<file path="src/rtl/ifetch_pq.sv">
// Instruction-fetch stage: a fetch PC prefetches sequential words into a circular
// queue and delivers (pc, inst) pairs to decode; a redirect flushes and restarts.
module ifetch_pq #(
  parameter int              XLEN           = 32,
  parameter int              PQ_DEPTH       = 4,
  parameter logic [XLEN-1:0] RESET_PC       = {XLEN{1'b0}},
  parameter int              BYTES_PER_WORD = XLEN / 8
) (
  input  logic            clk,
  input  logic            rst_n,
  output logic            imem_req_valid,
  input  logic            imem_req_ready,
  output logic [XLEN-1:0] imem_req_addr,
  input  logic            imem_rsp_valid,
  input  logic [XLEN-1:0] imem_rsp_data,
  input  logic            redir_valid,
  input  logic [XLEN-1:0] redir_pc,
  output logic            fd_valid,
  input  logic            fd_ready,
  output logic [XLEN-1:0] fd_pc,
  output logic [XLEN-1:0] fd_inst
);

  localparam int              PW         = $clog2(PQ_DEPTH);
  localparam int              CW         = PW + 1;
  localparam int              DW         = $clog2(2 * PQ_DEPTH) + 1;
  localparam logic [DW:0]     DEPTH_W    = (DW + 1)'(PQ_DEPTH);
  localparam logic [XLEN-1:0] PC_STEP    = XLEN'(BYTES_PER_WORD);
  localparam logic [XLEN-1:0] ALIGN_MASK = {{(XLEN - 2){1'b1}}, 2'b00};

  logic [XLEN-1:0]     pc_q   [PQ_DEPTH];
  logic [XLEN-1:0]     inst_q [PQ_DEPTH];
  logic [PQ_DEPTH-1:0] filled;
  logic [PW-1:0]       alloc_ptr, fill_ptr, head_ptr;
  logic [CW-1:0]       count;
  logic [DW-1:0]       drop_cnt;
  logic [XLEN-1:0]     fetch_pc;

  logic [DW:0]   occupancy;
  logic          issue, pop, rsp_drop, rsp_fill;
  logic [CW-1:0] filled_cnt, pending;
  logic [DW-1:0] drop_flush;

  // Issue is throttled by queued entries plus responses still owed to a flushed stream.
  always_comb begin
    occupancy      = (DW + 1)'(count) + (DW + 1)'(drop_cnt);
    imem_req_valid = rst_n && !redir_valid && (occupancy < DEPTH_W);
    imem_req_addr  = fetch_pc & ALIGN_MASK;
    fd_valid       = !redir_valid && (count != {CW{1'b0}}) && filled[head_ptr];
    fd_pc          = pc_q[head_ptr];
    fd_inst        = inst_q[head_ptr];
    issue          = imem_req_valid && imem_req_ready;
    pop            = fd_valid && fd_ready;
    rsp_drop       = imem_rsp_valid && (drop_cnt != {DW{1'b0}});
    rsp_fill       = imem_rsp_valid && (drop_cnt == {DW{1'b0}});
  end

  // Responses still in flight at a redirect become stale and must be swallowed later.
  always_comb begin
    filled_cnt = {CW{1'b0}};
    for (int i = 0; i < PQ_DEPTH; i++) begin
      filled_cnt = filled_cnt + CW'(filled[i]);
    end
    pending    = count - filled_cnt;
    drop_flush = drop_cnt + DW'(pending) - DW'(imem_rsp_valid);
  end

  // Queue, pointer, fetch-PC and drop-counter state.
  always_ff @(posedge clk) begin
    if (!rst_n) begin
      fetch_pc  <= RESET_PC;
      alloc_ptr <= {PW{1'b0}};
      fill_ptr  <= {PW{1'b0}};
      head_ptr  <= {PW{1'b0}};
      count     <= {CW{1'b0}};
      drop_cnt  <= {DW{1'b0}};
      filled    <= {PQ_DEPTH{1'b0}};
      for (int i = 0; i < PQ_DEPTH; i++) begin
        pc_q[i]   <= {XLEN{1'b0}};
        inst_q[i] <= {XLEN{1'b0}};
      end
    end else if (redir_valid) begin
      fetch_pc  <= redir_pc & ALIGN_MASK;
      alloc_ptr <= {PW{1'b0}};
      fill_ptr  <= {PW{1'b0}};
      head_ptr  <= {PW{1'b0}};
      count     <= {CW{1'b0}};
      drop_cnt  <= drop_flush;
      filled    <= {PQ_DEPTH{1'b0}};
    end else begin
      if (pop) begin
        filled[head_ptr] <= 1'b0;
        head_ptr         <= head_ptr + PW'(1);
      end
      if (issue) begin
        pc_q[alloc_ptr]   <= fetch_pc;
        filled[alloc_ptr] <= 1'b0;
        alloc_ptr         <= alloc_ptr + PW'(1);
        fetch_pc          <= fetch_pc + PC_STEP;
      end
      if (rsp_fill) begin
        inst_q[fill_ptr] <= imem_rsp_data;
        filled[fill_ptr] <= 1'b1;
        fill_ptr         <= fill_ptr + PW'(1);
      end
      if (rsp_drop) begin
        drop_cnt <= drop_cnt - DW'(1);
      end
      case ({issue, pop})
        2'b10:   count <= count + CW'(1);
        2'b01:   count <= count - CW'(1);
        default: count <= count;
      endcase
    end
  end

endmodule

</file>
<file path="config.mk">
export PLATFORM = sky130hd
export DESIGN_NAME = ifetch_pq
export DESIGN_NICKNAME = d
export VERILOG_FILES = /design/src/rtl/ifetch_pq.sv
export SDC_FILE = /design/constraint.sdc
export NUM_CORES = 1
export LEC_CHECK = 0
export ABC_AREA = 1
export CAP_MARGIN = 0
export CORE_ASPECT_RATIO = 1.4
export CORE_UTILIZATION = 51
export DETAILED_ROUTE_END_ITERATION = 6
export GPL_TIMING_DRIVEN = 0
export PLACE_DENSITY = 0.86
export SYNTH_ARGS = -nofsm -noshare
export SYNTH_HDL_FRONTEND = slang
export SYNTH_SLANG_ARGS = --single-unit
</file>
<file path="constraint.sdc">
create_clock -name clk -period 4.9 [get_ports clk]
set_input_delay 0.735 -clock clk [delete_from_list [all_inputs] [get_ports clk]]
set_output_delay 0.735 -clock clk [all_outputs]
set_load 0.02 [all_outputs]
</file>
==> impl_summary.txt, run 1 <==
----------------------------------------------------
[Route]
  Pre-antenna DRT Iters ... 7
  Total wire length ... 38800 µm
  DRC Markers ... 0
  Post-DR wirelength/cell ... 18.5 µm
  Antenna Nets Post-Route ... 0
  Initial DRC count ... 1092
  Via count ... 11800
  Via density per instance ... 5.61

[Setup path]
  Worst r2r dst ... drop_cnt[1]
  Cell chain of the critical path ... clkbuf_1 -> inv_1 -> buf_2 -> clkbuf_1 -> nor2_1 -> o22ai_1 -> clkdlybuf4s50_1
  Source of the worst register-to-register timing path ... filled[2]
  Worst path max stage delay ... 680 ps
  Type of the worst setup path ... flip-flop to primary output
  Worst path arrival time ... 3380 ps
  Timing endpoint of the critical path ... fd_pc[27]
  Worst path slowest cell ... sky130_fd_sc_hd__clkdlybuf4s50_1
  Required arrival time at the worst endpoint ... 4160 ps
  Cell occurring most often along the worst timing path ... sky130_fd_sc_hd__clkbuf_1
  Top fanout value on the critical path ... 10
  Critical Path Start Type ... flip-flop
  Nature of the critical path endpoint ... primary output
  Reg-to-reg slack, setup ... 1320 ps
  Worst r2r path cells ... 11

[Timing]
  Peak clock frequency supported by timing ... 0.243 GHz
  Worst Hold Slack ... 494 ps
  Final hold violations ... 0
  Normalized max-slew margin ... 0.283
  Tightest Pin Transition ... 1070 ps
  Time the final worst path needs with I/O delays and setup ... 4110 ps
  Number of setup violations in the final report ... 0
  Number of max-slew violations in the final report ... 0
  Final period utilization ... 0.839
  Final worst setup slack ... 787 ps
  Setup repair after global routing missed its margin ... no
  Clock skew ... 13.0 ps

[Outcome]
  Result of the run ... complete, no violations

[GRT]
  Vias in the first global route ... 11800
  Number of antenna violations at the first check in global routing ... 0
  Final global-route overflow total ... 0
  Pin count of the biggest net entering global routing ... 33
  Combined global-route utilization of all metal layers ... 0.278
  Global-route wire length before repair ... 60300 µm

[Floorplanning]
  Std-Cell Core Area ... 0.0270 mm²
  Cell Rows ... 71
  Number of placed I/O pins ... 168
  Floorplan die width ... 142 µm
  Vertical extent of the die ... 198 µm
  Area of the die ... 0.0282 mm²
  Initial cell density of the core ... 0.521

[Clocking]
  Gates resized, CTS repair ... 0
  Total number of H-tree levels ... 1
  Setup bufs post-CTS ... 0
  Number of buffers on the longest clock path ... 3
  CTS Hold Bufs ... 0
  CTS Root Buffer Type ... sky130_fd_sc_hd__clkbuf_16
  Clock sink count ... 297
  Clock-pin transition on the worst setup and hold timing paths ... 60 ps
  Number of CTS-inserted buffers ... 27
  TritonCTS clock tree ... done
  Worst-Skew Late Latency ... 550 ps

[Cells and area]
  Final instance area ... 0.0172 mm²
  Storage cell area ... 0.00843 mm²
  # diodes ... 0
  Final-stage net count ... 1811
  Area growth syn-to-layout ... 22.1%
  Cell Count, Final, Fillers Out ... 2096
  Final Core Density ... 0.635
  Fraction of layout cells with a size suffix above 1 ... 0.0572
  Area occupied by multi-input gates ... 0.00479 mm²
  Number of inserted filler cells in the final layout ... 2099

[Place]
  Placed instance area ... 0.0162 mm²
  DPL Wire Length ... 26800 µm
  Worst setup slack after placement ... 1300 ps
  Weighted congestion reported at the end of routability-driven placement ... 0.964
  Cell count after placement ... 2046
  Number of buffers added on ports ... 159

[Synthesis]
  Cell type with the highest aggregate area in the netlist ... sky130_fd_sc_hd__edfxtp_1
  Unique masters post-synth ... 37
  Area share of the leading cell type in the synthesized netlist ... 0.530
  Synthesis-stage register bit count ... 297
  Synthesis Warnings ... 0
  Synth top area cells ... sky130_fd_sc_hd__edfxtp_1 53%, sky130_fd_sc_hd__nor2_1 12%, sky130_fd_sc_hd__dfxtp_1 7.0%
  Mean Syn Cell Area ... 9.28 µm²
  Cell area after technology mapping ... 0.0141 mm²
  Mapped Cells ... 1515
  Fraction of the yosys area taken by sequential cells ... 0.599

[Power]
  Worst VDD drop ... 0.000246 V
  Part of the total power dissipated in the clock network ... 0.362
  Internal power consumption ... 4.56 mW
  Total power divided by cell area ... 357 mW/mm²
  Psw ... 1.57 mW
  Power share of the sequential group ... 0.491
  Logic gate share of total power ... 0.146
  Static leakage ... 6.57 nW
  Switching fraction of total power ... 0.256

[Hold path]
  Path type of the worst min-delay path ... flip-flop to flip-flop

[Run]
  Number of maximum-capacitance constraint violations ... 0

----------------------------------------------------
==> synthesized netlist by cell type <==
cell type                  count
sky130_fd_sc_hd__buf_4         6
sky130_fd_sc_hd__nand3_1      56
sky130_fd_sc_hd__or2_0         1
sky130_fd_sc_hd__nand2_2       1
sky130_fd_sc_hd__nand3b_1      1
sky130_fd_sc_hd__o21a_1        1
sky130_fd_sc_hd__ha_1         24
sky130_fd_sc_hd__o211ai_1      2
sky130_fd_sc_hd__o22ai_1      62
sky130_fd_sc_hd__edfxtp_1    248
sky130_fd_sc_hd__xnor2_1       5
sky130_fd_sc_hd__buf_6         6
sky130_fd_sc_hd__a22oi_1       2
sky130_fd_sc_hd__fa_1          7
sky130_fd_sc_hd__nor2_2        2
sky130_fd_sc_hd__xor2_1        8
sky130_fd_sc_hd__inv_2         3
sky130_fd_sc_hd__conb_1        1
sky130_fd_sc_hd__a21oi_1      30
sky130_fd_sc_hd__nand2_1     180
sky130_fd_sc_hd__buf_2        19
sky130_fd_sc_hd__nand4_2       1
sky130_fd_sc_hd__a211oi_1      2
sky130_fd_sc_hd__o41ai_1       1
sky130_fd_sc_hd__dfxtp_1      49
sky130_fd_sc_hd__clkinv_2      1
sky130_fd_sc_hd__a31oi_1       2
sky130_fd_sc_hd__nand4_1       4
sky130_fd_sc_hd__and2_1        1
sky130_fd_sc_hd__o21ai_0     160
sky130_fd_sc_hd__nand3_4       1
sky130_fd_sc_hd__nor2_1      446
sky130_fd_sc_hd__nand2_4       1
sky130_fd_sc_hd__clkbuf_1     51
sky130_fd_sc_hd__nor2_4        3
sky130_fd_sc_hd__buf_1         2
sky130_fd_sc_hd__inv_1       125
==> how the worst min path moves through the flow <==
stage,startpoint,to,slack (ps),depth (start not counted)
2_1_floorplan,drop_cnt[1],drop_cnt[1],460,2
3_3_place_gp,drop_cnt[1],drop_cnt[1],480,2
3_5_place_dp,drop_cnt[1],drop_cnt[1],490,2
4_1_cts,drop_cnt[1],drop_cnt[1],500,2
5_1_grt,drop_cnt[1],drop_cnt[1],520,2
6_report,drop_cnt[1],drop_cnt[1],490,2
==> per-stage QoR <==
step	setup TNS (ps)	total power, mW
CTS	0	6.12
finish	0	6.13
global route	0	6.32
floorplan	0	3.57
detailed placement	0	3.95
global placement	-40040	3.91
==> power by group through the flow <==
stage                     Sequential, mW  Combinational, mW  Clock, mW
after floorplan                     3.06              0.512          0
after global placement              3.06              0.845          0
after detailed placement            3.06              0.889          0
after CTS                           3.01              0.894       2.22
after global routing                3.03              0.979       2.32
final                               3.01              0.897       2.22
==> cells in the final DEF (no fill, tap or decap), types with 27 or more instances in the layout <==
master                            Yosys  final
sky130_fd_sc_hd__dfxtp_1             49     49
sky130_fd_sc_hd__clkbuf_16            0     27
sky130_fd_sc_hd__clkbuf_1            51     57
sky130_fd_sc_hd__a21oi_1             30     30
sky130_fd_sc_hd__nor2_1             446    446
sky130_fd_sc_hd__nand2_1            180    175
sky130_fd_sc_hd__edfxtp_1           248    248
sky130_fd_sc_hd__o22ai_1             62     62
sky130_fd_sc_hd__inv_1              125    125
sky130_fd_sc_hd__clkdlybuf4s50_1      0    159
sky130_fd_sc_hd__o21ai_0            160    160
sky130_fd_sc_hd__nand3_1             56     56
==> final cells by class <==
| class | count | area share |
|---|---|---|
| plain buffers | 84 | 0.0237 |
| clock buffers | 37 | 0.0439 |
| clock inverters | 13 | 0.0104 |
| inverters | 129 | 0.0283 |
| multi-input cells | 1008 | 0.279 |
| flip-flops and latches | 297 | 0.491 |
| well taps | 365 | 0.0266 |
| repair buffers | 163 | 0.0965 |
==> layer usage <==
layer	vias up	GRT usage	part of all wire	wire [µm]
met1	5452	0.316	0.35	13700
met4	0	0.138	0.040	1560
li1	5449	-	-	-
met5	-	0	0	0
met2	737	0.508	0.52	20100
met3	119	0.0397	0.089	3460
==> worst max-delay path: cells and delay by family, from the launching register on <==
kind / cells / cell delay (ps)
buffers and inverters: 5 / 2110
AOI/OAI and AO/OA: 1 / 350
DFF: 1 / 290
and+or+nand+nor: 1 / 80
==> flip-flops by register name (all words and copies together), names as in the netlist, named ones only <==
register / cells
pc_q: 120
inst_q: 128
fetch_pc: 30
head_ptr: 2
count: 3
alloc_ptr: 2
fill_ptr: 2
filled: 4
drop_cnt: 4
==> kinds of logic after synthesis <==
family,after synthesis,synth area share
other cells,1,0.000267
flops,297,0.599
fa+ha+maj,31,0.0313
simple gates,698,0.197
xor+xnor,13,0.00810
compound gates,262,0.100
buf+inv,213,0.0634
(Power assumes the default switching activity.)
==> run 2, diff against run 1 <==
Settings changed: CORE_UTILIZATION 51 to 56, PLACE_DENSITY 0.86 to 0.89.
Clock period 4.9 ns to 4.05 ns, I/O delays scaled along.
==> run 2 against run 1 <==
Net effect: via count is 1.6% higher; die area shrank 8.8%; clock skew is 5.1 ps lower; sequential share of layout area rose by 0.37 points; clock power rose by 17%; critical endpoint is now fd_pc[30]; largest power group unchanged.
==> impl_summary.txt, run 2 (same netlist as run 1, synthesis figures left out) <==
----------------------------------------------------
[Place]
  Placed instance area ... 0.0161 mm²
  DPL Wire Length ... 26500 µm
  Number of buffers added on ports ... 159
  Weighted congestion reported at the end of routability-driven placement ... 1.00

[Clocking]
  Worst-Skew Late Latency ... 540 ps
  Gates resized, CTS repair ... 0
  Number of CTS-inserted buffers ... 27
  Total number of H-tree levels ... 1
  Setup bufs post-CTS ... 0
  CTS Hold Bufs ... 0
  CTS Root Buffer Type ... sky130_fd_sc_hd__clkbuf_16
  Number of buffers on the longest clock path ... 3
  Clock sink count ... 297
  Clock-pin transition on the worst setup and hold timing paths ... 70 ps
  TritonCTS clock tree ... done

[Floorplanning]
  Vertical extent of the die ... 189 µm
  Floorplan die width ... 136 µm
  Std-Cell Core Area ... 0.0247 mm²
  Initial cell density of the core ... 0.570
  Cell Rows ... 68
  Area of the die ... 0.0258 mm²
  Number of placed I/O pins ... 168

[Cells and area]
  Max FFs per register ... 128
  Final-stage net count ... 1810
  # diodes ... 0
  Largest registers in the final layout ... inst_q: 128 flops, pc_q: 120 flops, fetch_pc: 30 flops
  Fraction of layout cells with a size suffix above 1 ... 0.0549
  Leading cell type in the layout, fill and taps excluded ... sky130_fd_sc_hd__nor2_1
  Number of inserted filler cells in the final layout ... 1761
  Area growth syn-to-layout ... 21.1%
  Most flops, register ... inst_q
  Final instance area ... 0.0170 mm²
  Most frequent cells in the layout ... 446 x sky130_fd_sc_hd__nor2_1, 248 x sky130_fd_sc_hd__edfxtp_1, 174 x sky130_fd_sc_hd__nand2_1, 160 x sky130_fd_sc_hd__o21ai_0, 159 x sky130_fd_sc_hd__clkdlybuf4s50_1

[GRT]
  Global-route wire length before repair ... 60200 µm
  Number of antenna violations at the first check in global routing ... 0
  Vias in the first global route ... 11700
  Combined global-route utilization of all metal layers ... 0.305
  Final global-route overflow total ... 0
  Pin count of the biggest net entering global routing ... 33

[Route]
  Via count ... 11900
  Initial DRC count ... 1239
  Antenna Nets Post-Route ... 0
  DRC Markers ... 0
  Via density per instance ... 5.84
  Pre-antenna DRT Iters ... 7
  Total wire length ... 39100 µm
  Post-DR wirelength/cell ... 19.1 µm

[Power]
  Total power divided by cell area ... 430 mW/mm²
  Worst VDD drop ... 0.000373 V
  Static leakage ... 6.53 nW

[Setup path]
  Worst r2r path cells ... 13
  Top fanout value on the critical path ... 10
  Critical Path Start Type ... flip-flop
  Required arrival time at the worst endpoint ... 3440 ps
  Nature of the critical path endpoint ... primary output
  Source of the worst register-to-register timing path ... filled[1]
  Reg-to-reg slack, setup ... 340 ps
  Type of the worst setup path ... flip-flop to primary output
  Worst r2r dst ... drop_cnt[3]
  Worst path arrival time ... 3280 ps

[Timing]
  Number of setup violations in the final report ... 0
  Number of max-slew violations in the final report ... 0
  Worst Hold Slack ... 458 ps
  Clock skew ... 7.89 ps
  Setup repair after global routing missed its margin ... no
  Final hold violations ... 0
  Time the final worst path needs with I/O delays and setup ... 3890 ps
  Final period utilization ... 0.960
  Tightest Pin Transition ... 953 ps
  Normalized max-slew margin ... 0.365
  Peak clock frequency supported by timing ... 0.257 GHz

[Hold path]
  Hold Crit Endpoint ... fetch_pc[7]
  Path type of the worst min-delay path ... input pin to flip-flop
  Hold_sp ... rst_n
  Worst hold stages ... 3

[Run]
  Number of maximum-capacitance constraint violations ... 0

[Outcome]
  Result of the run ... complete, no violations

----------------------------------------------------
[run 2: per-stage QoR]
step / power (mW) / util / TNS [ps] / worst slack (ps) / cells
finish: 7.33 / 0.690 / 0 / 161 / 2044
global route: 7.54 / 0.690 / 0 / 83.5 / 2044
global placement: 4.73 / 0.651 / -30100 / -828 / 1992
CTS: 7.32 / 0.690 / 0 / 212 / 2044
detailed placement: 4.78 / 0.654 / 0 / 338 / 1995
floorplan: 4.32 / - / 0 / 664 / 1518
[run 2: cell type report]
class	instances	area [µm²]	area share
Inverter	129	485	0.0285
Timing Repair Buffer	162	1630	0.0956
Clock buffer	32	704	0.0414
Buffer	84	407	0.0239
Multi-Input combinational cell	1008	4800	0.282
Clock inverter	17	188	0.0110
Tap cell	315	394	0.0231
Sequential cell	297	8430	0.495
[run 2: per-layer routing]
metal,vias up,share of wire,track usage
li1,5435,-,-
met1,5568,0.34,0.362
met2,797,0.51,0.542
met3,146,0.098,0.0383
met4,0,0.046,0.148
met5,-,0,0
[run 2: worst max-delay path, stage by stage (launching register included)]
cell and delay [ps]:
sky130_fd_sc_hd__dfxtp_1 300, sky130_fd_sc_hd__clkbuf_1 260, sky130_fd_sc_hd__inv_1 300, sky130_fd_sc_hd__buf_2 320, sky130_fd_sc_hd__clkbuf_1 470, sky130_fd_sc_hd__nor2_1 80
sky130_fd_sc_hd__o22ai_1 280, sky130_fd_sc_hd__clkdlybuf4s50_1 730
[run 2: where the power goes]
group          internal, mW  switching (mW)  leakage (nW)  total, mW
Clock                  1.49            1.10         0.433       2.60
Sequential             3.54           0.111          2.96       3.65
Combinational         0.415           0.668          3.14       1.08
[run 2: how the worst max path moves through the flow]
stage,endpoint,depth (start not counted)
final,fd_pc[30],7
after floorplan,drop_cnt[3],13
after global routing,fd_pc[30],7
after CTS,fd_pc[7],7
after detailed placement,drop_cnt[3],13
after global placement,inst_q[3][26],3
==> run 3, diff against run 2 <==
Settings changed: SLEW_MARGIN from default to 0.
==> results of run 3 <==
No change in the layout: final DEF, timing and power equal those of run 2.
